`src/rtl/fact_game_pkg.sv`:
```
// Purpose  : shared state codes and digit helpers for the factor game and its 7-seg decoders.
// Latency  : n/a (constants and pure functions only).
// Backpres.: n/a.
package fact_game_pkg;

  localparam logic [3:0] CODE_READY    = 4'b0010;
  localparam logic [3:0] CODE_QUESTION = 4'b0011;
  localparam logic [3:0] CODE_INPUT    = 4'b0100;
  localparam logic [3:0] CODE_DRAW     = 4'b0110;
  localparam logic [3:0] CODE_WRONG    = 4'b0111;
  localparam logic [3:0] CODE_GOOD     = 4'b1000;
  localparam logic [3:0] CODE_OUCH     = 4'b1001;
  localparam logic [3:0] CODE_WIN      = 4'b1010;
  localparam logic [3:0] CODE_LOSE     = 4'b1011;

  // The enum encoding equals the display code, so STATE is the register itself.
  typedef enum logic [3:0] {
    ST_READY    = CODE_READY,
    ST_QUESTION = CODE_QUESTION,
    ST_INPUT    = CODE_INPUT,
    ST_DRAW     = CODE_DRAW,
    ST_WRONG    = CODE_WRONG,
    ST_GOOD     = CODE_GOOD,
    ST_OUCH     = CODE_OUCH,
    ST_WIN      = CODE_WIN,
    ST_LOSE     = CODE_LOSE
  } state_e;

  // Composite digits in 0..9 are 4, 6, 8 and 9.
  function automatic logic is_composite(input logic [3:0] d);
    return (d == 4'd4) || (d == 4'd6) || (d == 4'd8) || (d == 4'd9);
  endfunction

endpackage

```
`src/rtl/game_tick_gen.sv`:
```
// Purpose  : game-tick prescaler; one-cycle tick every TICK_DIV clocks, restartable.
// Latency  : tick asserts while count == TICK_DIV-1; clr takes effect on the next edge.
// Backpres.: none; clr simply restarts the count at 0.
// Ports    : clk, rst (sync, active-high), clr (restart count), tick (pulse out).
module game_tick_gen #(
  parameter int TICK_DIV = 5_000_000
) (
  input  logic clk,
  input  logic rst,
  input  logic clr,
  output logic tick
);

  localparam int CW = $clog2(TICK_DIV);
  localparam logic [CW-1:0] LAST = CW'(TICK_DIV - 1);

  logic [CW-1:0] cnt_q, cnt_d;

  assign tick = (cnt_q == LAST);

  always_comb begin
    cnt_d = cnt_q + CW'(1);
    if (clr || tick) cnt_d = '0;
  end

  always_ff @(posedge clk) begin
    if (rst) cnt_q <= '0;
    else     cnt_q <= cnt_d;
  end

endmodule

```
`src/rtl/fact_game_ctrl.sv`:
```
// Purpose  : round controller for the 2-player factor game; drives STATE/QUE/DIN/score codes.
// Latency  : a key rising edge changes STATE and score on the edge that first samples it high.
// Backpres.: none; presses outside the answer window are dropped, START honoured only in READY/WIN/LOSE.
// Ports    : CLK, RST (sync, active-high), START pulse, KEY_A/KEY_B levels,
//            STATE/QUE/DIN/SCORE_A/SCORE_B 4-bit display codes.
module fact_game_ctrl
  import fact_game_pkg::*;
#(
  parameter int TICK_DIV     = 5_000_000,
  parameter int QUE_TICKS    = 10,
  parameter int RESULT_TICKS = 20,
  parameter int WIN_SCORE    = 3
) (
  input  logic       CLK,
  input  logic       RST,
  input  logic       START,
  input  logic       KEY_A,
  input  logic       KEY_B,
  output logic [3:0] STATE,
  output logic [3:0] QUE,
  output logic [3:0] DIN,
  output logic [3:0] SCORE_A,
  output logic [3:0] SCORE_B
);

  localparam int RT_MAX = (QUE_TICKS > RESULT_TICKS) ? QUE_TICKS : RESULT_TICKS;
  localparam int RT_W   = $clog2(RT_MAX + 1);
  localparam logic [RT_W-1:0] QUE_LAST = RT_W'(QUE_TICKS - 1);
  localparam logic [RT_W-1:0] RES_LAST = RT_W'(RESULT_TICKS - 1);
  localparam logic [3:0]      WIN_VAL  = 4'(WIN_SCORE);

  state_e          state_q, state_d;
  logic [3:0]      que_q, que_d, din_q, din_d;
  logic [3:0]      score_a_q, score_a_d, score_b_q, score_b_d;
  logic [3:0]      rnd_q, rnd_d;
  logic [RT_W-1:0] rtick_q, rtick_d;
  logic            key_a_q, key_b_q;
  logic            press_a, press_b, tick, state_chg;

  function automatic logic [3:0] sat_inc(input logic [3:0] s);
    return (s == WIN_VAL) ? s : s + 4'd1;
  endfunction

  // History updates in every state, so a key already high when INPUT opens is not an edge.
  assign press_a   = KEY_A & ~key_a_q;
  assign press_b   = KEY_B & ~key_b_q;
  assign state_chg = (state_d != state_q);

  // Prescaler restarts with each state so every hold is an exact multiple of TICK_DIV.
  game_tick_gen #(.TICK_DIV(TICK_DIV)) u_tick (
    .clk  (CLK),
    .rst  (RST),
    .clr  (state_chg),
    .tick (tick)
  );

  always_comb begin
    rnd_d = (rnd_q == 4'd9) ? 4'd0 : rnd_q + 4'd1;
  end

  always_comb begin
    state_d   = state_q;
    que_d     = que_q;
    din_d     = din_q;
    score_a_d = score_a_q;
    score_b_d = score_b_q;
    case (state_q)
      ST_READY: begin
        if (START) begin
          state_d = ST_QUESTION;
          que_d   = rnd_q;
          din_d   = 4'd0;
        end
      end
      ST_QUESTION: begin
        if (tick && (rtick_q == QUE_LAST)) begin
          state_d = ST_INPUT;
          din_d   = 4'd0;
        end
      end
      ST_INPUT: begin
        // Presses outrank the timeout tick; DIN freezes when the window closes.
        if (press_a && press_b) begin
          state_d = ST_DRAW;
        end else if (press_a || press_b) begin
          if (is_composite(que_q)) begin
            state_d = ST_GOOD;
            if (press_a) score_a_d = sat_inc(score_a_q);
            else         score_b_d = sat_inc(score_b_q);
          end else begin
            state_d = ST_OUCH;
            if (press_a) score_b_d = sat_inc(score_b_q);
            else         score_a_d = sat_inc(score_a_q);
          end
        end else if (tick) begin
          if (din_q == 4'd9) state_d = is_composite(que_q) ? ST_WRONG : ST_DRAW;
          else               din_d   = din_q + 4'd1;
        end
      end
      ST_DRAW, ST_WRONG, ST_GOOD, ST_OUCH: begin
        if (tick && (rtick_q == RES_LAST)) begin
          if (score_a_q == WIN_VAL)      state_d = ST_WIN;
          else if (score_b_q == WIN_VAL) state_d = ST_LOSE;
          else begin
            state_d = ST_QUESTION;
            que_d   = rnd_q;
          end
        end
      end
      ST_WIN, ST_LOSE: begin
        if (START) begin
          state_d   = ST_READY;
          score_a_d = 4'd0;
          score_b_d = 4'd0;
        end
      end
      default: state_d = ST_READY;
    endcase
  end

  // Counts game ticks within the current state; only QUESTION and result holds use it.
  always_comb begin
    rtick_d = rtick_q;
    if (state_chg)  rtick_d = '0;
    else if (tick)  rtick_d = rtick_q + RT_W'(1);
  end

  always_ff @(posedge CLK) begin
    if (RST) begin
      state_q   <= ST_READY;
      que_q     <= 4'd0;
      din_q     <= 4'd0;
      score_a_q <= 4'd0;
      score_b_q <= 4'd0;
      rnd_q     <= 4'd0;
      rtick_q   <= '0;
      key_a_q   <= 1'b0;
      key_b_q   <= 1'b0;
    end else begin
      state_q   <= state_d;
      que_q     <= que_d;
      din_q     <= din_d;
      score_a_q <= score_a_d;
      score_b_q <= score_b_d;
      rnd_q     <= rnd_d;
      rtick_q   <= rtick_d;
      key_a_q   <= KEY_A;
      key_b_q   <= KEY_B;
    end
  end

  assign STATE   = state_q;
  assign QUE     = que_q;
  assign DIN     = din_q;
  assign SCORE_A = score_a_q;
  assign SCORE_B = score_b_q;

endmodule
```
`config.mk`:
```
export PLATFORM = sky130hd
export DESIGN_NAME = fact_game_ctrl
export DESIGN_NICKNAME = d
export VERILOG_FILES = /design/src/rtl/fact_game_pkg.sv /design/src/rtl/game_tick_gen.sv /design/src/rtl/fact_game_ctrl.sv
export SDC_FILE = /design/constraint.sdc
export NUM_CORES = 1
export LEC_CHECK = 0
export ABC_CLOCK_PERIOD_IN_PS = 3000
export BUFFER_PORTS_ARGS = -buffer_cell sky130_fd_sc_hd__clkbuf_2
export CAP_MARGIN = 10
export CORE_ASPECT_RATIO = 2
export CORE_UTILIZATION = 59
export CTS_CLUSTER_SIZE = 25
export DETAILED_ROUTE_END_ITERATION = 6
export PLACE_DENSITY = 0.79
export RECOVER_POWER = 50
export SLEW_MARGIN = 10
export SYNTH_ARGS = -nofsm -noshare
export SYNTH_HDL_FRONTEND = slang
export SYNTH_SLANG_ARGS = --single-unit
export TNS_END_PERCENT = 1
```
`constraint.sdc`:
```
create_clock -name CLK -period 3 [get_ports CLK]
set_clock_uncertainty 0.1 [all_clocks]
set_input_delay 0.3 -clock CLK [delete_from_list [all_inputs] [get_ports CLK]]
set_output_delay 0.3 -clock CLK [all_outputs]
set_load 0.03 [all_outputs]
```
Word-level counts from Yosys, hierarchy flattened
Cells that the tools add are included.
{"block": "word_totals", "out_inout_bits": 20, "ramBits": 0, "memories": 0, "elab_cells": 115, "regBits": 54, "latchBits": 0, "romBits": 0}
{"block": "op_classes", "n_mux": 39, "addsub": 6, "n_lt_le_gt_ge": 0, "div": 0, "shift": 0, "n_reduce_logical": 20, "n_mul": 0, "n_eq_ne": 36, "bitwise_logic": 4}
{"operator": "$mux W4", "n": 32}
{"operator": "$eq A4 B4 Y1 const B", "n": 8}
{"operator": "$pmux W4 S2", "n": 3}
{"operator": "$add A23 B1 Y23 const B", "n": 1}
{"operator": "$eq A23 B23 Y1 const B", "n": 1}
{"operator": "$ne A2 B2 Y1 const B", "n": 11}
{"operator": "$eq A4 B3 Y1 const B", "n": 5}
{"operator": "$pmux W4 S5", "n": 1}
{"operator": "$add A4 B1 Y4 const B", "n": 4}
{"operator": "$eq A4 B2 Y1 const B", "n": 4}
{"operator": "$ne A3 B3 Y1 const B", "n": 4}
{"operator": "$pmux W4 S3", "n": 1}
{"operator": "$reduce_and A6 Y1", "n": 2}
{"operator": "$reduce_or A2 Y1", "n": 4}
{"operator": "$reduce_and A7 Y1", "n": 1}
{"operator": "$add A5 B1 Y5 const B", "n": 1}
{"operator": "$eq A5 B4 Y1 const B", "n": 1}
{"operator": "$eq A5 B5 Y1 const B", "n": 1}
{"operator": "$logic_or A1 B1 Y1", "n": 5}
{"operator": "$reduce_and A5 Y1", "n": 1}
{"operator": "$ne A4 B4 Y1", "n": 1}
{"operator": "$reduce_bool A2 Y1", "n": 2}
{"operator": "$reduce_or A4 Y1", "n": 1}
{"operator": "$logic_and A1 B1 Y1", "n": 3}
{"operator": "4 further kinds", "n": 7}

Longest topological paths before layout
{"block": "logic_depth", "ltp_word": 13, "depth_mapped": 9, "mapped_depth_nobuf": 8}

By module
From an unflattened synthesis, not the netlist that was laid out.
{"block": "unflattened", "cells_unflattened": 336, "hier_area_um2": 2879.0}
{"module": "fact_game_ctrl", "cells_per_inst": 214, "n_inst": 1, "seq_area_each_um2": 620.6, "area_each_um2": 1820.5}
{"module": "game_tick_gen", "cells_per_inst": 122, "n_inst": 1, "seq_area_each_um2": 460.4, "area_each_um2": 1058.5}

Worst setup path after synthesis
Ideal clock, no wire load.
{"block": "synth_timing", "path_kind": "reg-to-reg", "start": "reg state_q[1] (netlist: STATE[1])", "end": "reg u_tick.cnt_q[14]", "period_less_slack_ps": 2792, "path_stages_with_launch": 10, "slack_ps": 208, "setup_ps": 135, "t_arrival_ps": 2557, "cell_sequence": "dfxtp_1 buf_6 or4b_1 buf_2 or4_4 a211oi_1 o21bai_1 nand4_2 buf_6 nor3_2"}
{"block": "synth_via", "elab_chain_len": 8}
{"item": "from (decl)", "line": "fact_game_ctrl.sv:32", "text": "state_e state_q, state_d;"}
{"item": "from (signal assigned)", "line": "fact_game_ctrl.sv:140", "text": "state_q <= state_d;"}
{"item": "$mux W4", "line": "fact_game_ctrl.sv:96", "text": "if (din_q == 4'd9) state_d = is_composite(que_q) ? ST_WRONG : ST_DRAW;"}
{"item": "$mux W4", "line": "fact_game_ctrl.sv:95", "text": "end else if (tick) begin"}
{"item": "$mux W4", "line": "fact_game_ctrl.sv:85", "text": "end else if (press_a || press_b) begin"}
{"item": "$mux W4", "line": "fact_game_ctrl.sv:83", "text": "if (press_a && press_b) begin"}
{"item": "$pmux W4 S5", "line": "fact_game_ctrl.sv:67", "text": "case (state_q)"}
{"item": "$ne A4 B4 Y1 (*)", "line": "fact_game_ctrl.sv:47", "text": "assign state_chg = (state_d != state_q);"}
{"item": "$logic_or A1 B1 Y1 (*)", "line": "game_tick_gen.sv:23", "text": "if (clr || tick) cnt_d = '0;"}
{"item": "$reduce_or A2 Y1 (no line) (*)"}
{"item": "to (signal assigned)", "line": "game_tick_gen.sv:28", "text": "else cnt_q <= cnt_d;"}
{"item": "to (decl)", "line": "game_tick_gen.sv:17", "text": "logic [CW-1:0] cnt_q, cnt_d;"}
Mark *: on every way between the ends. The rest lies on a longest branch, timed or not.
A chain may end at the register's enable or synchronous reset.

Worst setup path after layout
{"block": "layout_timing", "start": "reg u_tick.cnt_q[10]", "end": "reg u_tick.cnt_q[11]"}
{"block": "layout_via", "elab_chain_len": 8}
{"item": "$eq A23 B23 Y1", "line": "game_tick_gen.sv:19", "text": "assign tick = (cnt_q == LAST);"}
{"item": "$mux W4", "line": "fact_game_ctrl.sv:95"}
{"item": "$mux W4", "line": "fact_game_ctrl.sv:85"}
{"item": "$mux W4", "line": "fact_game_ctrl.sv:83"}
{"item": "$pmux W4 S5", "line": "fact_game_ctrl.sv:67"}
{"item": "$ne A4 B4 Y1", "line": "fact_game_ctrl.sv:47"}
{"item": "$logic_or A1 B1 Y1", "line": "game_tick_gen.sv:23"}
{"item": "$reduce_or A2 Y1 (no line)"}
Several ways; a longest one is shown, not always the timed one.

==> results.txt <==
Max Freq: 375.1 MHz
Top Ports: 25
Clock Tree Root: clkbuf_8
Worst-Skew Late Latency: 310 ps
Mux cell area share after synthesis: 2.561%
Setup CP Type: flip-flop to flip-flop
H-tree Lvls: 2
DPL Wire Length: 4637 um
Crit path time final: 2666 ps
Setup TNS: 0 ps
CP required: 3100 ps
Synth Area in XOR/XNOR: 10.20%
Critical-path cell list: or4b_1, or4_1, o31a_1, or3_1, nand4_2, buf_12, nor3_1
List of most frequent post-synthesis cells: dfxtp_1, nor2_1, nand2_1, xnor2_1, nand3_1
Largest delay contributor family on the critical path: simple AND/OR/NAND/NOR gates
Fin. Hold Viols: 0
Crit path DAT: 2760 ps
Max Root-Sink Buffers: 2
Ys flop type: dfxtp_1
TritonCTS clock tree: yes
Drt via density: 5.809
Cts bufs inserted: 5
Finished Cell Area: 3117 um2
P_leak: 0.001057 uW
Status: completed
Post-synthesis adder-cell area fraction: 3.974%
Count leader, synth: dfxtp_1
Syn_area_per_cell: 8.747 um2
Layout cells sized above 1: 11.58%
Final nets: 367
Area after DPL: 3038 um2
Place WS: 359.2 ps
Least-Margin Pin Slew: 905.2 ps
Largest family of logic cells by synthesized area: simple AND/OR/NAND/NOR gates
Routability cong.: 0.9181
Final setup margin: 333.7 ps
Pwr per Cell Area: 421.1 nW/um2
Worst VDD drop: 0.3595 mV
Cts repair resizes: 0
Slowest-stage cell, CP: or4b_1
Initial antenna violation count: 0
Global Route Usage Sum: 26.07%
Vias in the first global route: 2,314
Share of the yosys chip area belonging to registers: 38.15%
Clk pin slew, worst setup/hold paths: 100 ps
Type of origin of the critical path: flip-flop
Slew Limit Fails: 0
Largest net degree at the start of global routing: 29
Synth warn: 0
Core Area: 4598 um2
Final WL: 6173 um
R2R depth: 7
Number of port buffers: 24
RSZ-0062 raised after global routing: no
Total number of vias: 2,376
Slew HR: 39.66%
CTS Sinks: 54
Critical path's largest stage delay: 510 ps
Top post-synthesis cells by area: dfxtp_1, xnor2_1, nor2_1
Number of distinct library cells after synthesis: 55
Maxcap violations: 0
Final setup violating endpoints: 0
CP Depth: 7
Final hold slack: 117.0 ps
Hold Buf Count CTS: 0
Net count after synthesis: 338
CP Max Fanout: 28
Die area: 5101 um2
Filler cells: 403
Starting density of the core: 61.63%
Worst Setup End Kind: flip-flop
Buf/Inv on CP: 1
Simple-gate area share of the yosys netlist: 30.64%
# DRC: 0
Rows: 35
Antenna-violating nets left: 0
Congestion Overflow GR: 0
First-pass DRT Iterations: 4
Global-route wire length before repair: 10,120 um
Post-Syn Area: 2834 um2
Layout area overhead: 9.978%
DR WL/cell: 15.09 um
Post-synth EDFFs: 0
Ys async rst share: 0%
Number of synthesized register bits: 54
Post-Syn Instances: 324
Synth area leader: dfxtp_1
Top cell type's share of synthesized area: 38.15%
Post-CTS Setup Bufs: 0
Hold Path Stages: 2
# diodes: 0
Die Wd: 51.01 um
Synth Area in Compound Gates: 10.20%
DIE HEIGHT: 100.0 um
Final Cycle Share: 88.88%
Hold Path Class: primary input to flip-flop
Drt first-iter violations: 26
## registers in the layout (all words and copies together) (netlist names)
register,count
u_tick.cnt_q,23
rtick_q,5
DIN,4
QUE,4
SCORE_A,4
SCORE_B,4
STATE,4
rnd_q,4
key_a_q,1
key_b_q,1
## kinds of logic (layout without fill, tap and decap cells)
group                      Yosys count  count (layout)
muxes                                7               7
adders and majority gates            9               9
and+or+nand+nor                    153             153
DFF                                 54              54
buffers and inverters               24              54
AOI/OAI and AO/OA                   44              44
xor gates and xnor gates            33              33
## worst paths after layout
kind                            slack, ps                     endpoint                   startpoint
worst max-delay path                  330  u_tick.cnt_q[11]$_SDFF_PP0_  u_tick.cnt_q[10]$_SDFF_PP0_
worst min-delay path                  120           key_b_q$_SDFF_PP0_                        KEY_B
worst max register to register        330  u_tick.cnt_q[11]$_SDFF_PP0_  u_tick.cnt_q[10]$_SDFF_PP0_
worst min register to register        400   u_tick.cnt_q[0]$_SDFF_PP0_   u_tick.cnt_q[0]$_SDFF_PP0_
## per-stage QoR
| step | utilization [%] | std cells | total power [uW] |
|---|---|---|---|
| 2_1_floorplan | - | 324 | 812.3 |
| 3_3_place_gp | 66.07 | 401 | 834.2 |
| 3_5_place_dp | 66.07 | 401 | 836.1 |
| 4_1_cts | 68.52 | 409 | 1325 |
| 5_1_grt | 67.78 | 409 | 1364 |
| 6_report | 67.78 | 409 | 1312 |
## metal layers
metal | vias to the layer above | wire length, um | global-route usage (%)
met5 | - | 0 | 0
met4 | 0 | 191 | 14.10
met3 | 17 | 150 | 2.576
met2 | 40 | 3479 | 50.81
met1 | 1124 | 2353 | 25.12
li1 | 1195 | - | -
## worst register-to-register path, stage by stage (launching register included)
cell and delay [ps]:
dfxtp_1 350, or4b_1 510, or4_1 490, o31a_1 330
or3_1 380, nand4_2 130, buf_12 200, nor3_1 80
## cells in the final DEF (no fill, tap or decap), types with 5 or more instances in the layout
cell and instances:
dfxtp_1 54, nor3_1 7, nand4_1 5, xnor2_1 20, nand3_1 14, clkbuf_8 5, nor2_1 42, inv_1 11
o21ai_0 9, nand2_1 20, a21oi_1 12, mux2i_1 5, or3_1 5, nor3b_1 5, nor2b_1 7, clkbuf_1 23
buf_4 8, xor2_1 13, nor3_2 5, nand2b_1 6, nor2_2 5, ha_1 9
## power by group
part | internal, uW | total [uW] | switching (uW) | leakage [uW]
Sequential | 726 | 736 | 9.18 | 0.000437
Clock | 250 | 494 | 244 | 0.0000585
Combinational | 30.3 | 82.6 | 52.4 | 0.000562
Total | 1010 | 1310 | 305 | 0.00106
## final cells by class
| cell class | instances | area (um2) | share of cell area, % |
|---|---|---|---|
| Multi-Input combinational cell | 246 | 1632 | 52.35 |
| Sequential cell | 54 | 1081 | 34.68 |
| Clock buffer | 5 | 68.82 | 2.208 |
| Timing Repair Buffer | 35 | 181.4 | 5.821 |
| Clock inverter | 3 | 43.79 | 1.405 |
| Inverter | 11 | 41.29 | 1.325 |
| Tap cell | 55 | 68.82 | 2.208 |
Note: power is estimated with default switching activity, not from simulation.
